### src/rtl/glm_share_compress.sv
// glm_share_compress
// Collects 16 beats of masked domain outputs. Each beat is registered as-is
// (glitch barrier) and XOR-compressed on the following cycle into one nibble
// of each output share. After 16 nibbles the block presents a full 64-bit
// two-share word until the consumer takes it.
//
// Handshake: a transfer happens on a rising edge where valid and ready are
// both 1. in_ready never depends on in_valid, and out_valid never depends on
// out_ready. Once out_valid is raised it stays high, with stable data, until
// it is taken.
module glm_share_compress (
  input  logic         clk,
  input  logic         rst_n,
  input  logic         in_valid,
  output logic         in_ready,
  input  logic [127:0] dom_in,
  output logic         out_valid,
  input  logic         out_ready,
  output logic [63:0]  out_sh0,
  output logic [63:0]  out_sh1
);

  typedef enum logic [0:0] {
    COLLECT = 1'b0,
    FULL    = 1'b1
  } state_e;

  state_e         state_q, state_d;
  logic [4:0]     count_q, count_d;
  logic [3:0]     wptr_q, wptr_d;
  logic [127:0]   dom_q, dom_d;
  logic           v1_q, v1_d;
  logic [63:0]    sh0_q, sh0_d;
  logic [63:0]    sh1_q, sh1_d;
  logic [3:0]     nib_s, nib_t;
  logic           accept;

  // Ready is held low while reset is asserted, and whenever the frame is
  // complete or waiting to be taken.
  assign in_ready  = rst_n && (state_q == COLLECT) && (count_q < 5'd16);
  assign accept    = in_valid && in_ready;
  assign out_valid = (state_q == FULL);
  assign out_sh0   = sh0_q;
  assign out_sh1   = sh1_q;

  // XOR the s and t fields of all 16 domains, using only the registered copy
  always_comb begin
    nib_s = 4'h0;
    nib_t = 4'h0;
    for (int d = 0; d < 16; d++) begin
      nib_s = nib_s ^ dom_q[8*d +: 4];
      nib_t = nib_t ^ dom_q[8*d+4 +: 4];
    end
  end

  // Next-state logic: capture, write the compressed nibble, frame sequencing
  always_comb begin
    state_d = state_q;
    count_d = count_q;
    wptr_d  = wptr_q;
    dom_d   = dom_q;
    v1_d    = 1'b0;
    sh0_d   = sh0_q;
    sh1_d   = sh1_q;

    if (accept) begin
      dom_d   = dom_in;
      v1_d    = 1'b1;
      count_d = count_q + 5'd1;
    end

    if (v1_q) begin
      sh0_d[{wptr_q, 2'b00} +: 4] = nib_s;
      sh1_d[{wptr_q, 2'b00} +: 4] = nib_t;
      wptr_d = wptr_q + 4'd1;
      if (wptr_q == 4'd15) begin
        state_d = FULL;
      end
    end

    // The handshake cycle never accepts a beat because in_ready is low in FULL
    if ((state_q == FULL) && out_ready) begin
      state_d = COLLECT;
      count_d = 5'd0;
    end
  end

  // State registers with synchronous active-low reset
  always_ff @(posedge clk) begin
    if (!rst_n) begin
      state_q <= COLLECT;
      count_q <= 5'd0;
      wptr_q  <= 4'd0;
      dom_q   <= 128'd0;
      v1_q    <= 1'b0;
      sh0_q   <= 64'd0;
      sh1_q   <= 64'd0;
    end else begin
      state_q <= state_d;
      count_q <= count_d;
      wptr_q  <= wptr_d;
      dom_q   <= dom_d;
      v1_q    <= v1_d;
      sh0_q   <= sh0_d;
      sh1_q   <= sh1_d;
    end
  end

endmodule
### config.mk
export PLATFORM = sky130hd
export DESIGN_NAME = glm_share_compress
export DESIGN_NICKNAME = d
export VERILOG_FILES = /design/src/rtl/glm_share_compress.sv
export SDC_FILE = /design/constraint.sdc
export NUM_CORES = 1
export LEC_CHECK = 0
export ABC_AREA = 1
export CORE_AREA = 2 2 155 157
export DETAILED_ROUTE_END_ITERATION = 10
export DIE_AREA = 0 0 157 159
export HOLD_SLACK_MARGIN = 0.06
export PLACE_DENSITY = 0.78
export SLEW_MARGIN = 20
export SYNTH_ARGS = -nofsm -noshare
export SYNTH_HDL_FRONTEND = slang
export SYNTH_SLANG_ARGS = --single-unit
### constraint.sdc
create_clock -name clk -period 5.6 [get_ports clk]
set_clock_uncertainty 0.15 [all_clocks]
set_input_delay 1.68 -clock clk [delete_from_list [all_inputs] [get_ports clk]]
set_output_delay 1.68 -clock clk [all_outputs]
set_load 0.01 [all_outputs]
==> summary.txt <==
GLOBAL ROUTE
--------------------------------------------------------------------------------
Initial antenna violation count                                                1
Wire length of the first global-routing pass                            46.54 mm
GRT Total Usage                                                           0.2278
Via count of the first global-routing pass                                 9,521
Total gr overflow                                                              0
Maximum number of pins on one net before global-route repair                 112

CLOCK TREE
--------------------------------------------------------------------------------
Clock Root Buffer                                                   sky130_fd_sc_hd__clkbuf_16
Max Root-Sink Buffers                                                          3
Number of sinks handled by clock tree synthesis                              267
Clk_lat worst skew                                                        540 ps
Clock-pin transition on the worst setup and hold timing paths              60 ps
TritonCTS clock tree                                                       built
Setup bufs post-CTS                                                            0
Number of H-tree levels                                                        1
CTS buffer count                                                              27
Post-CTS resize count                                                          0
# hold bufs at CTS                                                             0

PLACEMENT
--------------------------------------------------------------------------------
Estimated wirelength of the detail-placed design                        20.85 mm
Count of buffers from port buffering                                         261
Placer Congestion                                                         0.7944

WORST SETUP PATH
--------------------------------------------------------------------------------
Start-to-end type of the worst setup path                                 in2out
Reg2reg setup slack                                                      1830 ps
Largest fanout on the critical path                                            2
Worst R2R Start                                                     wptr_q[0]$_SDFFE_PN0P_
Reg-to-reg critical path endpoint                                   out_sh0[11]$_SDFFE_PN0P_
Logic depth of the worst path, buffers included                                4
CP Data Required Time                                                    3770 ps
CP endpoint                                                             in_ready
Cell depth of the worst flop-to-flop path                                      7
Buf/Inv on CP                                                                  3
Startpoint type of the worst setup path                               input port
Family with the most delay on the worst path                        buffers and inverters
Startpoint of the most critical setup path                                 rst_n
Arrival time worst endpoint                                              3150 ps
Crit-path slowest cell                                              sky130_fd_sc_hd__clkdlybuf4s50_1
Setup crit end kind                                                 primary output
Cells along the critical path                                       buf_4 -> inv_2 -> nor3_1 -> clkdlybuf4s50_1
Largest incremental delay on the critical path                            680 ps

TIMING
--------------------------------------------------------------------------------
Worst-Margin Slew                                                        1066 ps
Remaining max-slew budget at the tightest pin                             0.2884
Hold Violations, Final                                                         0
Time the worst path needs with I/O delays and setup                      4982 ps
Unrepaired setup endpoints after global routing                               no
Max Clk Rate                                                           200.7 MHz
Final setup violation count                                                    0
Final-layout setup total negative slack                                     0 ps
Number of pins exceeding their max-slew limit in the final report              0
Period utilisation layout                                                 0.8897

SYNTH
--------------------------------------------------------------------------------
Synthesis-stage register bit count                                           267
Portion of the post-synthesis area used by sequential elements            0.4683
Total of warnings raised by yosys                                              0
Number of standard cells after synthesis                                   1,532
Netlist area before placement                                       0.01141 mm^2
Netlist cell types                                                            39
Net count of the mapped netlist                                            1,669
Avg Synthesized Cell Area                                             7.451 um^2

FLOORPLAN
--------------------------------------------------------------------------------
Floorplan die area                                                  0.02496 mm^2
Starting utilization of the core area                                     0.4922
Count of boundary I/O pins                                                   262
Placement Rows                                                                56
Die Wd                                                                    157 um
Area of the core                                                    0.02319 mm^2
Chip height                                                               159 um

DRT
--------------------------------------------------------------------------------
Vias per inst                                                              5.035
Average routed wire per standard cell                                   14.06 um
DRC violations left                                                            0
Total vias in the final route                                             10.52k
Final wirelength                                                        29.36 mm
Drt pass-1 iters                                                               5
Antenna Nets Post-Route                                                        0
Iteration-0 DRC Markers                                                      597

POWER
--------------------------------------------------------------------------------
Power per cell area                                                 301.2 mW/mm^2
Standby leakage power                                                   6.443 nW
Total power after layout                                                4.511 mW
Maximum ir drop on the vdd rail                                         201.4 uV

CELLS AND AREA
--------------------------------------------------------------------------------
Area Overhead vs Synth                                                    31.20%
ANT cells                                                                      0
Number of filler instances in the final layout                             2,005
Nets                                                                       1,887
Proportion of layout cells with a drive suffix above 1                   0.05876
Utilization of the core after routing                                     0.6457

RUN STATUS
--------------------------------------------------------------------------------
Run status                                                          finished clean

WORST HOLD PATH
--------------------------------------------------------------------------------
Worst min path class                                                     reg2reg

RUN
--------------------------------------------------------------------------------
Total of max-cap violations                                                    0

==> worst reg2reg max path, stage by stage (launching register included) <==
cell and delay [ps]:
sky130_fd_sc_hd__dfxtp_1 1020, sky130_fd_sc_hd__inv_1 230, sky130_fd_sc_hd__ha_1 790, sky130_fd_sc_hd__nand3_2 190
sky130_fd_sc_hd__nor3_2 750, sky130_fd_sc_hd__inv_1 250, sky130_fd_sc_hd__o21ai_1 190, sky130_fd_sc_hd__inv_1 60
==> where the power goes <==
part / internal [mW] / switching [mW] / leakage (nW)
registers: 1.97 / 0.0510 / 2.18
logic: 0.271 / 0.477 / 3.83
clock network: 1.01 / 0.725 / 0.430
==> area by class of cell <==
cell class / count / area, um^2 / share of cell area
Sequential cell: 267 / 5345 / 0.3569
Multi-Input combinational cell: 1020 / 5072 / 0.3387
Timing Repair Buffer: 267 / 2655 / 0.1773
Clock buffer: 40 / 784.5 / 0.05239
Inverter: 167 / 641.9 / 0.04286
Tap cell: 319 / 399.1 / 0.02665
Clock inverter: 9 / 77.57 / 0.005180
==> state kept, by name, indices dropped and copies added (netlist names) <==
| signal | count |
|---|---|
| count_q | 5 |
| out_valid | 1 |
| v1_q | 1 |
| out_sh0 | 64 |
| wptr_q | 4 |
| dom_q | 128 |
| out_sh1 | 64 |
==> synth_stat cells (all sizes together) <==
master | count | area, um^2
buf | 22 | 153.9
nand3b | 7 | 52.55
ha | 5 | 62.56
nand3 | 63 | 342.8
clkinv | 2 | 13.76
nor3b | 1 | 7.510
a21oi | 149 | 745.7
xnor2 | 26 | 246.5
xor2 | 20 | 175.2
nand4 | 10 | 68.81
nor2 | 236 | 905.9
o211ai | 8 | 60.06
dfxtp | 267 | 5345
or2 | 2 | 12.51
nor3 | 18 | 217.7
clkbuf | 56 | 210.2
nor4 | 1 | 6.260
a31oi | 1 | 21.27
o31ai | 1 | 12.51
o21ai | 252 | 1261
nand2 | 220 | 865.8
inv | 165 | 626.8
==> kinds of logic after synthesis <==
kind of cell	after synthesis	synth area share
AO/OA/AOI/OAI	411	0.1840
XOR/XNOR	46	0.03694
adder cells (fa/ha/maj)	5	0.005481
buffers and inverters	245	0.08802
flip-flops	267	0.4683
AND/OR/NAND/NOR	558	0.2173
==> cell usage in the layout (no fill, tap or decap), drive strengths merged <==
| cell type | Yosys | layout |
|---|---|---|
| a21oi | 149 | 149 |
| or2 | 2 | 2 |
| nor3b | 1 | 1 |
| o21ai | 252 | 252 |
| nand2 | 220 | 220 |
| nor4 | 1 | 1 |
| clkdlybuf4s50 | 0 | 260 |
| buf | 22 | 7 |
| clkinv | 2 | 10 |
| nor2 | 236 | 236 |
| xnor2 | 26 | 26 |
| nor3 | 18 | 18 |
| o211ai | 8 | 8 |
| clkbuf | 56 | 40 |
| ha | 5 | 5 |
| nand3b | 7 | 7 |
| xor2 | 20 | 20 |
| inv | 165 | 165 |
| bufinv | 0 | 1 |
| nand4 | 10 | 10 |
| o31ai | 1 | 1 |
| nand3 | 63 | 63 |
| a31oi | 1 | 1 |
| dfxtp | 267 | 267 |
==> through the flow <==
| stage | cells | cell area [um^2] | setup WS [ps] | hold WS [ps] |
|---|---|---|---|---|
| after detailed placement | 2040 | 14110 | 607.7 | 309.8 |
| after floorplan | 1532 | 11410 | 1739 | 288.2 |
| final | 2089 | 14980 | 617.9 | 317.2 |
| after CTS | 2089 | 14970 | 592.6 | 318.3 |
| after global placement | 2040 | 14110 | 595.7 | 303.6 |
| after global routing | 2089 | 14980 | 567.8 | 340.2 |
==> worst min-delay path by stage <==
| stage | from | to | slack [ps] | cells after the start |
|---|---|---|---|---|
| 2_1_floorplan | count_q[4]$_SDFFE_PP0P_ | count_q[4]$_SDFFE_PP0P_ | 290 | 2 |
| 3_3_place_gp | dom_q[44]$_SDFFE_PN0P_ | dom_q[44]$_SDFFE_PN0P_ | 300 | 2 |
| 3_5_place_dp | dom_q[25]$_SDFFE_PN0P_ | dom_q[25]$_SDFFE_PN0P_ | 310 | 2 |
| 4_1_cts | dom_q[25]$_SDFFE_PN0P_ | dom_q[25]$_SDFFE_PN0P_ | 320 | 2 |
| 5_1_grt | dom_q[105]$_SDFFE_PN0P_ | dom_q[105]$_SDFFE_PN0P_ | 340 | 2 |
| 6_report | dom_q[25]$_SDFFE_PN0P_ | dom_q[25]$_SDFFE_PN0P_ | 320 | 2 |
==> metal layers <==
metal	part of all wire	track usage	wire length [um]
met1	0.43	0.2960	12680
met5	0.00054	0	16
met2	0.48	0.3856	13960
met4	0.028	0.07089	835
met3	0.064	0.03865	1868
No activity file was read; power rests on OpenSTA's default activity.
